### src/rtl/alu_seq_if.sv
// Handshaked operand/result bundle between decode, the sequential ALU core and write-back.
interface alu_seq_if #(
    parameter int WIDTH = 8
);
    logic             in_valid;
    logic             in_ready;
    logic [3:0]       op;
    logic [WIDTH-1:0] a;
    logic [WIDTH-1:0] b;
    logic             out_valid;
    logic             out_ready;
    logic [WIDTH-1:0] result;
    logic [WIDTH-1:0] result_hi;
    logic             flag_c;
    logic             flag_v;
    logic             flag_z;
    logic             flag_cmp;
    logic             flag_err;

    modport master (
        output in_valid, op, a, b, out_ready,
        input  in_ready, out_valid, result, result_hi,
               flag_c, flag_v, flag_z, flag_cmp, flag_err
    );

    modport slave (
        input  in_valid, op, a, b, out_ready,
        output in_ready, out_valid, result, result_hi,
               flag_c, flag_v, flag_z, flag_cmp, flag_err
    );
endinterface

### src/rtl/alu_seq_core.sv
// Registered ALU with valid/ready handshake: single-cycle logic/arith ops plus an
// iterative shift-add multiply that occupies the core for WIDTH cycles.
module alu_seq_core #(
    parameter int WIDTH      = 8,
    parameter bit MUL_ENABLE = 1'b1
) (
    input logic      clk,
    input logic      reset,
    alu_seq_if.slave bus
);
    localparam int CNT_W = $clog2(WIDTH);
    localparam int MSB   = WIDTH - 1;

    localparam logic [3:0] OP_ADD = 4'h0;
    localparam logic [3:0] OP_SUB = 4'h1;
    localparam logic [3:0] OP_SHL = 4'h2;
    localparam logic [3:0] OP_OR  = 4'h3;
    localparam logic [3:0] OP_AND = 4'h4;
    localparam logic [3:0] OP_XOR = 4'h5;
    localparam logic [3:0] OP_ROL = 4'h6;
    localparam logic [3:0] OP_EQ  = 4'h7;
    localparam logic [3:0] OP_GT  = 4'h8;
    localparam logic [3:0] OP_LT  = 4'h9;
    localparam logic [3:0] OP_MUL = 4'hA;

    typedef enum logic {S_IDLE, S_MUL} state_t;

    state_t             state_q, state_d;
    logic [CNT_W-1:0]   cnt_q, cnt_d;
    logic [2*WIDTH-1:0] acc_q, acc_d;
    logic [2*WIDTH-1:0] mcand_q, mcand_d;
    logic [WIDTH-1:0]   mplier_q, mplier_d;
    logic               out_valid_q, out_valid_d;
    logic [WIDTH-1:0]   res_q, res_d;
    logic [WIDTH-1:0]   hi_q, hi_d;
    logic               c_q, c_d, v_q, v_d, z_q, z_d, cmp_q, cmp_d, err_q, err_d;

    logic               in_ready_w;
    logic               accept;
    logic               is_mul_op;

    logic [WIDTH:0]     sum;
    logic [CNT_W-1:0]   rot, rot_inv;
    logic [WIDTH-1:0]   sc_res;
    logic               sc_c, sc_v, sc_z, sc_cmp, sc_err;

    assign in_ready_w = (state_q == S_IDLE) & (~out_valid_q | bus.out_ready);
    assign accept     = bus.in_valid & in_ready_w;
    assign is_mul_op  = MUL_ENABLE && (bus.op == OP_MUL);

    // Single-cycle result path, evaluated from the live operands at accept.
    always_comb begin
        sum     = '0;
        rot     = bus.b[CNT_W-1:0];
        rot_inv = CNT_W'(0) - rot;
        sc_res  = '0;
        sc_c    = 1'b0;
        sc_v    = 1'b0;
        sc_cmp  = 1'b0;
        sc_err  = 1'b0;
        case (bus.op)
            OP_ADD: begin
                sum    = {1'b0, bus.a} + {1'b0, bus.b};
                sc_res = sum[WIDTH-1:0];
                sc_c   = sum[WIDTH];
                sc_v   = (bus.a[MSB] == bus.b[MSB]) && (sc_res[MSB] != bus.a[MSB]);
            end
            OP_SUB: begin
                sum    = {1'b0, bus.a} + {1'b0, ~bus.b} + (WIDTH+1)'(1);
                sc_res = sum[WIDTH-1:0];
                sc_c   = sum[WIDTH];
                sc_v   = (bus.a[MSB] != bus.b[MSB]) && (sc_res[MSB] != bus.a[MSB]);
            end
            OP_SHL: sc_res = (32'(bus.b) >= WIDTH) ? '0 : (bus.a << bus.b);
            OP_OR:  sc_res = bus.a | bus.b;
            OP_AND: sc_res = bus.a & bus.b;
            OP_XOR: sc_res = bus.a ^ bus.b;
            // rot_inv wraps to 0 for rot==0, so the OR degenerates to a itself.
            OP_ROL: sc_res = (bus.a << rot) | (bus.a >> rot_inv);
            OP_EQ:  sc_cmp = (bus.a == bus.b);
            OP_GT:  sc_cmp = (bus.a > bus.b);
            OP_LT:  sc_cmp = (bus.a < bus.b);
            OP_MUL: sc_err = !MUL_ENABLE;
            default: sc_err = 1'b1;
        endcase
        sc_z = ~sc_err & (sc_res == '0);
    end

    always_comb begin
        state_d     = state_q;
        cnt_d       = cnt_q;
        acc_d       = acc_q;
        mcand_d     = mcand_q;
        mplier_d    = mplier_q;
        out_valid_d = out_valid_q & ~bus.out_ready;
        res_d       = res_q;
        hi_d        = hi_q;
        c_d         = c_q;
        v_d         = v_q;
        z_d         = z_q;
        cmp_d       = cmp_q;
        err_d       = err_q;
        case (state_q)
            S_IDLE: begin
                if (accept && is_mul_op) begin
                    state_d  = S_MUL;
                    cnt_d    = '0;
                    acc_d    = '0;
                    mcand_d  = {{WIDTH{1'b0}}, bus.a};
                    mplier_d = bus.b;
                end else if (accept) begin
                    out_valid_d = 1'b1;
                    res_d       = sc_res;
                    hi_d        = '0;
                    c_d         = sc_c;
                    v_d         = sc_v;
                    z_d         = sc_z;
                    cmp_d       = sc_cmp;
                    err_d       = sc_err;
                end
            end
            S_MUL: begin
                // One multiplier bit per cycle, LSB first.
                acc_d    = acc_q + (mplier_q[0] ? mcand_q : '0);
                mcand_d  = mcand_q << 1;
                mplier_d = mplier_q >> 1;
                cnt_d    = cnt_q + CNT_W'(1);
                if (cnt_q == CNT_W'(WIDTH - 1)) begin
                    state_d     = S_IDLE;
                    out_valid_d = 1'b1;
                    res_d       = acc_d[WIDTH-1:0];
                    hi_d        = acc_d[2*WIDTH-1:WIDTH];
                    c_d         = 1'b0;
                    v_d         = (acc_d[2*WIDTH-1:WIDTH] != '0);
                    z_d         = (acc_d == '0);
                    cmp_d       = 1'b0;
                    err_d       = 1'b0;
                end
            end
            default: state_d = S_IDLE;
        endcase
    end

    always_ff @(posedge clk) begin
        if (reset) begin
            state_q     <= S_IDLE;
            cnt_q       <= '0;
            acc_q       <= '0;
            mcand_q     <= '0;
            mplier_q    <= '0;
            out_valid_q <= 1'b0;
            res_q       <= '0;
            hi_q        <= '0;
            c_q         <= 1'b0;
            v_q         <= 1'b0;
            z_q         <= 1'b0;
            cmp_q       <= 1'b0;
            err_q       <= 1'b0;
        end else begin
            state_q     <= state_d;
            cnt_q       <= cnt_d;
            acc_q       <= acc_d;
            mcand_q     <= mcand_d;
            mplier_q    <= mplier_d;
            out_valid_q <= out_valid_d;
            res_q       <= res_d;
            hi_q        <= hi_d;
            c_q         <= c_d;
            v_q         <= v_d;
            z_q         <= z_d;
            cmp_q       <= cmp_d;
            err_q       <= err_d;
        end
    end

    assign bus.in_ready  = in_ready_w;
    assign bus.out_valid = out_valid_q;
    assign bus.result    = res_q;
    assign bus.result_hi = hi_q;
    assign bus.flag_c    = c_q;
    assign bus.flag_v    = v_q;
    assign bus.flag_z    = z_q;
    assign bus.flag_cmp  = cmp_q;
    assign bus.flag_err  = err_q;
endmodule
### src/flat_wrapper.sv
// flat-port wrapper written by rule: the top's interface ports become plain ports
module alu_seq_core_flat 
#(
    parameter int WIDTH      = 8,
    parameter bit MUL_ENABLE = 1'b1
)
  (clk, reset, bus_in_valid, bus_op, bus_a, bus_b, bus_out_ready, bus_in_ready, bus_out_valid, bus_result, bus_result_hi, bus_flag_c, bus_flag_v, bus_flag_z, bus_flag_cmp, bus_flag_err);
  alu_seq_if #(.WIDTH(WIDTH)) bus_i ();
  input logic clk;
  input logic reset;
  input wire logic [$bits(bus_i.in_valid)-1:0] bus_in_valid;
  input wire logic [$bits(bus_i.op)-1:0] bus_op;
  input wire logic [$bits(bus_i.a)-1:0] bus_a;
  input wire logic [$bits(bus_i.b)-1:0] bus_b;
  input wire logic [$bits(bus_i.out_ready)-1:0] bus_out_ready;
  output wire logic [$bits(bus_i.in_ready)-1:0] bus_in_ready;
  output wire logic [$bits(bus_i.out_valid)-1:0] bus_out_valid;
  output wire logic [$bits(bus_i.result)-1:0] bus_result;
  output wire logic [$bits(bus_i.result_hi)-1:0] bus_result_hi;
  output wire logic [$bits(bus_i.flag_c)-1:0] bus_flag_c;
  output wire logic [$bits(bus_i.flag_v)-1:0] bus_flag_v;
  output wire logic [$bits(bus_i.flag_z)-1:0] bus_flag_z;
  output wire logic [$bits(bus_i.flag_cmp)-1:0] bus_flag_cmp;
  output wire logic [$bits(bus_i.flag_err)-1:0] bus_flag_err;
  assign bus_i.in_valid = bus_in_valid;
  assign bus_i.op = bus_op;
  assign bus_i.a = bus_a;
  assign bus_i.b = bus_b;
  assign bus_i.out_ready = bus_out_ready;
  assign bus_in_ready = bus_i.in_ready;
  assign bus_out_valid = bus_i.out_valid;
  assign bus_result = bus_i.result;
  assign bus_result_hi = bus_i.result_hi;
  assign bus_flag_c = bus_i.flag_c;
  assign bus_flag_v = bus_i.flag_v;
  assign bus_flag_z = bus_i.flag_z;
  assign bus_flag_cmp = bus_i.flag_cmp;
  assign bus_flag_err = bus_i.flag_err;
  alu_seq_core #(.WIDTH(WIDTH), .MUL_ENABLE(MUL_ENABLE)) u_core (.clk(clk), .reset(reset), .bus(bus_i));
endmodule
### config.mk
export PLATFORM = sky130hd
export DESIGN_NAME = alu_seq_core_flat
export DESIGN_NICKNAME = d
export VERILOG_FILES = /design/src/rtl/alu_seq_if.sv /design/src/rtl/alu_seq_core.sv /design/src/flat_wrapper.sv
export SDC_FILE = /design/constraint.sdc
export NUM_CORES = 1
export LEC_CHECK = 0
export ABC_AREA = 1
export CAP_MARGIN = 20
export CORE_ASPECT_RATIO = 0.8
export CORE_MARGIN = 2
export CORE_UTILIZATION = 38
export DETAILED_ROUTE_END_ITERATION = 6
export DONT_BUFFER_PORTS = 1
export PLACE_DENSITY_LB_ADDON = 0.05
export SLEW_MARGIN = 20
export SYNTH_ARGS = -nofsm -noshare
export SYNTH_HDL_FRONTEND = slang
export SYNTH_SLANG_ARGS = --single-unit
### constraint.sdc
create_clock -name clk -period 2.6 [get_ports clk]
set_input_delay 0.26 -clock clk [delete_from_list [all_inputs] [get_ports clk]]
set_output_delay 0.26 -clock clk [all_outputs]
set_load 0.05 [all_outputs]
==> results of run 1 <==
-- sequential cells by signal (all words and copies together) (netlist names) --
| signal | flops |
|---|---|
| u_core.bus.flag_z | 1 |
| u_core.bus.flag_v | 1 |
| u_core.bus.flag_err | 1 |
| u_core.bus.flag_cmp | 1 |
| u_core.bus.result | 8 |
| u_core.mcand_q | 16 |
| u_core.state_q | 1 |
| u_core.mplier_q | 8 |
| u_core.bus.result_hi | 8 |
| u_core.bus.flag_c | 1 |
| u_core.acc_q | 16 |
| u_core.cnt_q | 3 |
| u_core.bus.out_valid | 1 |
-- logic make-up after synthesis --
kind of cell / share of synthesized area
xor+xnor: 0.0177
fa+ha+maj: 0.117
simple gates: 0.376
flops: 0.243
buf+inv: 0.0997
compound gates: 0.147
-- what timing repair did --
item | in CTS | in global routing
gates resized for setup | 0 | 1
setup endpoints to repair | 0 | 1
hold buffers | 2 | 0
hold endpoints to repair | 31 | 0
setup buffers | 0 | 0
-- worst min-delay path by stage --
stage	startpoint	to	slack [ns]	depth (start not counted)
after floorplan	bus_a[0]	u_core.mcand_q[0]	0.41	2
after global placement	reset	u_core.state_q	0.33	1
after detailed placement	reset	u_core.state_q	0.34	1
after CTS	bus_a[0]	u_core.mcand_q[0]	0.07	2
after global routing	bus_a[4]	u_core.mcand_q[4]	0.09	2
final	bus_a[0]	u_core.mcand_q[0]	0.09	2
-- power by group --
part	internal, uW	total, uW	switching [uW]
sequential	1040	1110	74.5
clock	719	1160	444
combinational	153	480	327
-- worst reg2reg max path, delay by kind of cell, from the launching register on --
family	cells	cell delay, ns
AND/OR/NAND/NOR	13	1.26
flip-flops	1	0.33
adder cells (fa/ha/maj)	2	0.65
buffers and inverters	1	0.04
-- metal layers --
metal  global-route usage  vias up  share of wire
li1                     -     2857              -
met1                0.408     2572           0.53
met2                0.328      220           0.37
met3               0.0727       14          0.091
met4               0.0442        0         0.0087
met5                    0        -              0
-- layout make-up --
type                       instances  area (sq um)
tap                              184           230
sequential                        66          1320
clock inverter                     4          25.0
fill                            1543          8240
multi-input combinational        685          3590
timing repair buffer              14           120
inverter                          95           357
clock buffer                      12           267
-- metrics by stage --
| stage | setup WS [ns] | util |
|---|---|---|
| 6_report | 0.223 | 0.418 |
| 5_1_grt | 0.00495 | 0.418 |
| 4_1_cts | 0.251 | 0.417 |
| 3_5_place_dp | 0.269 | 0.394 |
| 3_3_place_gp | 0.241 | 0.394 |
| 2_1_floorplan | 0.254 | - |
-- cells in the final DEF (no fill, tap or decap), drive strengths merged, types with 2 or more instances in the layout --
cell type and instances:
nor3 2, a22oi 5, nand3 92, nand4 8, buf 13, inv 95, xnor2 4, clkbuf 12
a21oi 65, nor2 78, o211ai 2, nor4 2, fa 3, clkinv 2, dfxtp 66, ha 46
o21ai 49, a31oi 16, nand3b 6, nand2 286, xor2 7, clkinvlp 2, or2 4, o21bai 2
==> impl_metrics.yaml, run 1 <==
finish:
  non_filler_cells_in_the_finished_layout: 1060
  final_nets: 944
  synthesis_to_finish_area_growth_pct: 8.62
  n_antenna_cell: 0
  post_route_cells_drive_above_1_share: 0.0776
  finalInstanceArea_sq_mm: 0.00591
pwr:
  power.ir.vdd_worst_mv: 0.326
  power_after_layout_uw: 2750
  leakage_uw: 0.00291
  power-per-cell-area_mw_per_mm2: 465
critical_path:
  crit_start: "u_core.mplier_q[0]"
  worst_path_max_delay_cell: "sky130_fd_sc_hd__fa_1"
  timing.critical_path.buf_inv: 1
  critical_path.startpoint_type: "flop"
  crit_path_cell_trace: "nand2_1 > inv_1 > ha_1 > fa_1 > nand3_1 > nand2_1 > nand2_1 > nand2_1 > nand2_1 > nand3b_1 > nand2_1 > nand2_1 > nor2_1 > nand3_1 > nand3_1 > nand2_1"
  worst_case_register_to_register_setup_slack_ns: 0.22
  timing.critical_path.slowest_cell_delay_ns: 0.43
  crit_arrival_ns: 2.60
  rr_startpoint: "u_core.mplier_q[0]"
  timing.critical_path.to_type: "flop"
  total_number_of_cells_along_the_worst_setup_path: 16
  cp.required_ns: 2.83
  worst-setup-path-type: "reg -> reg"
  timing.critical_path.max_delay_family: "simple AND/OR/NAND/NOR gates"
  path_common_cell: "sky130_fd_sc_hd__nand2_1"
  worstSetupEndpoint: "u_core.bus.flag_v"
  rr_worst_depth: 16
  critical_path.max_fanout: 5
  r2r_end: "u_core.bus.flag_v"
sta:
  slew_viol_final: 0
  maxSlewHeadroom: 0.617
  hold_slack_ns: 0.0868
  setup_viol_count_final: 0
  rsz_0062_raised_after_global_routing: "no"
  hold_violations: 0
  worst_slew_pin_slew_ns: 0.574
  finClkSkew_ns: 0.00717
  max_freq_ghz: 0.421
  finalCriticalPeriod_ns: 2.38
  layout_worst_path_cycle_share: 0.914
  tns_ns: 0
logic_synthesis:
  sequential_cell_area_fraction_in_the_yosys_report: 0.243
  syn-mean-instance-area_sq_um: 6.20
  synth.largest_area_cell: "sky130_fd_sc_hd__dfxtp_1"
  synth.lib_cells_used.distinct: 42
  synth.top_cell.area_share: 0.243
  synthesized_net_count: 951
  synthCells: 878
  synthMostInstantiatedCell: "sky130_fd_sc_hd__nand2_1"
  post_synth_main_area_contributors: "sky130_fd_sc_hd__dfxtp_1 24%, sky130_fd_sc_hd__nand2_1 19%, sky130_fd_sc_hd__ha_1 11%, sky130_fd_sc_hd__nand3_1 8.3%, sky130_fd_sc_hd__a21oi_1 5.9%"
  ys.flop_type: "sky130_fd_sc_hd__dfxtp_1"
  post_synth_instance_area_sq_mm: 0.00545
  post_synth_most_frequent_cells: "278 x sky130_fd_sc_hd__nand2_1, 90 x sky130_fd_sc_hd__nand3_1, 82 x sky130_fd_sc_hd__inv_1"
  yosys_warnings: 0
  synth-edff-count: 0
  synth.ff_latch_count: 66
  fraction_of_synthesis_flops_using_an_asynchronous_set_or_reset_pin: 0
clocking:
  worstSkewPairLatency_ns: 0.33
  cts.path.max_buffers: 2
  tritoncts: "built"
  clock_sink_count: 66
  clkTransAtPathRegs_ns: 0.06
  htree_levels: 3
  cts_buffers: 9
  clock-root-buffer: "sky130_fd_sc_hd__clkbuf_16"
global_route:
  globalRouteTotalUtil: 0.253
  grt_max_degree: 32
  grt_pass1_vias: 5207
  gr-total-overflow: 0
  antenna_found_initial: 0
  grt_pass1_wl_microns: 29600
drt:
  total_iterations_of_the_first_detailed_routing_run: 5
  ant_nets: 0
  vias_per_cell: 5.34
  drc: 0
  drt-initial-drc-count: 438
  finalWirelength_microns: 18900
  routedWlPerCell_microns: 17.8
  detailed_route_via_count: 5663
floorplan:
  die_w_microns: 138
  num_rows: 39
  initial_utilization: 0.385
  floorplan_die_area_sq_mm: 0.0153
  core_footprint_sq_mm: 0.0142
  ioPinCount: 47
  die_y_microns: 111
placement:
  dp_hpwl_microns: 15000
  placed_cell_area_sq_mm: 0.00558
  dpl.cell_count: 1042
  portBuffers: 0
  globalplace.congestion: 0.957
outcome:
  status: "complete, no violations"
worst_hold_path:
  worstHoldPathType: "in -> reg"
job:
  drv.max_cap_violation_count: 0
Note: power is estimated with default switching activity, not from simulation.
==> run 2: changes to the inputs <==
--- a/config.mk
+++ b/config.mk
@@ -13,7 +13,6 @@
 export DETAILED_ROUTE_END_ITERATION = 6
 export DONT_BUFFER_PORTS = 1
 export PLACE_DENSITY_LB_ADDON = 0.05
-export SLEW_MARGIN = 20
 export SYNTH_ARGS = -nofsm -noshare
 export SYNTH_HDL_FRONTEND = slang
 export SYNTH_SLANG_ARGS = --single-unit
==> results of run 2 <==
The final DEF is identical to that of run 1; final timing and power are the same.
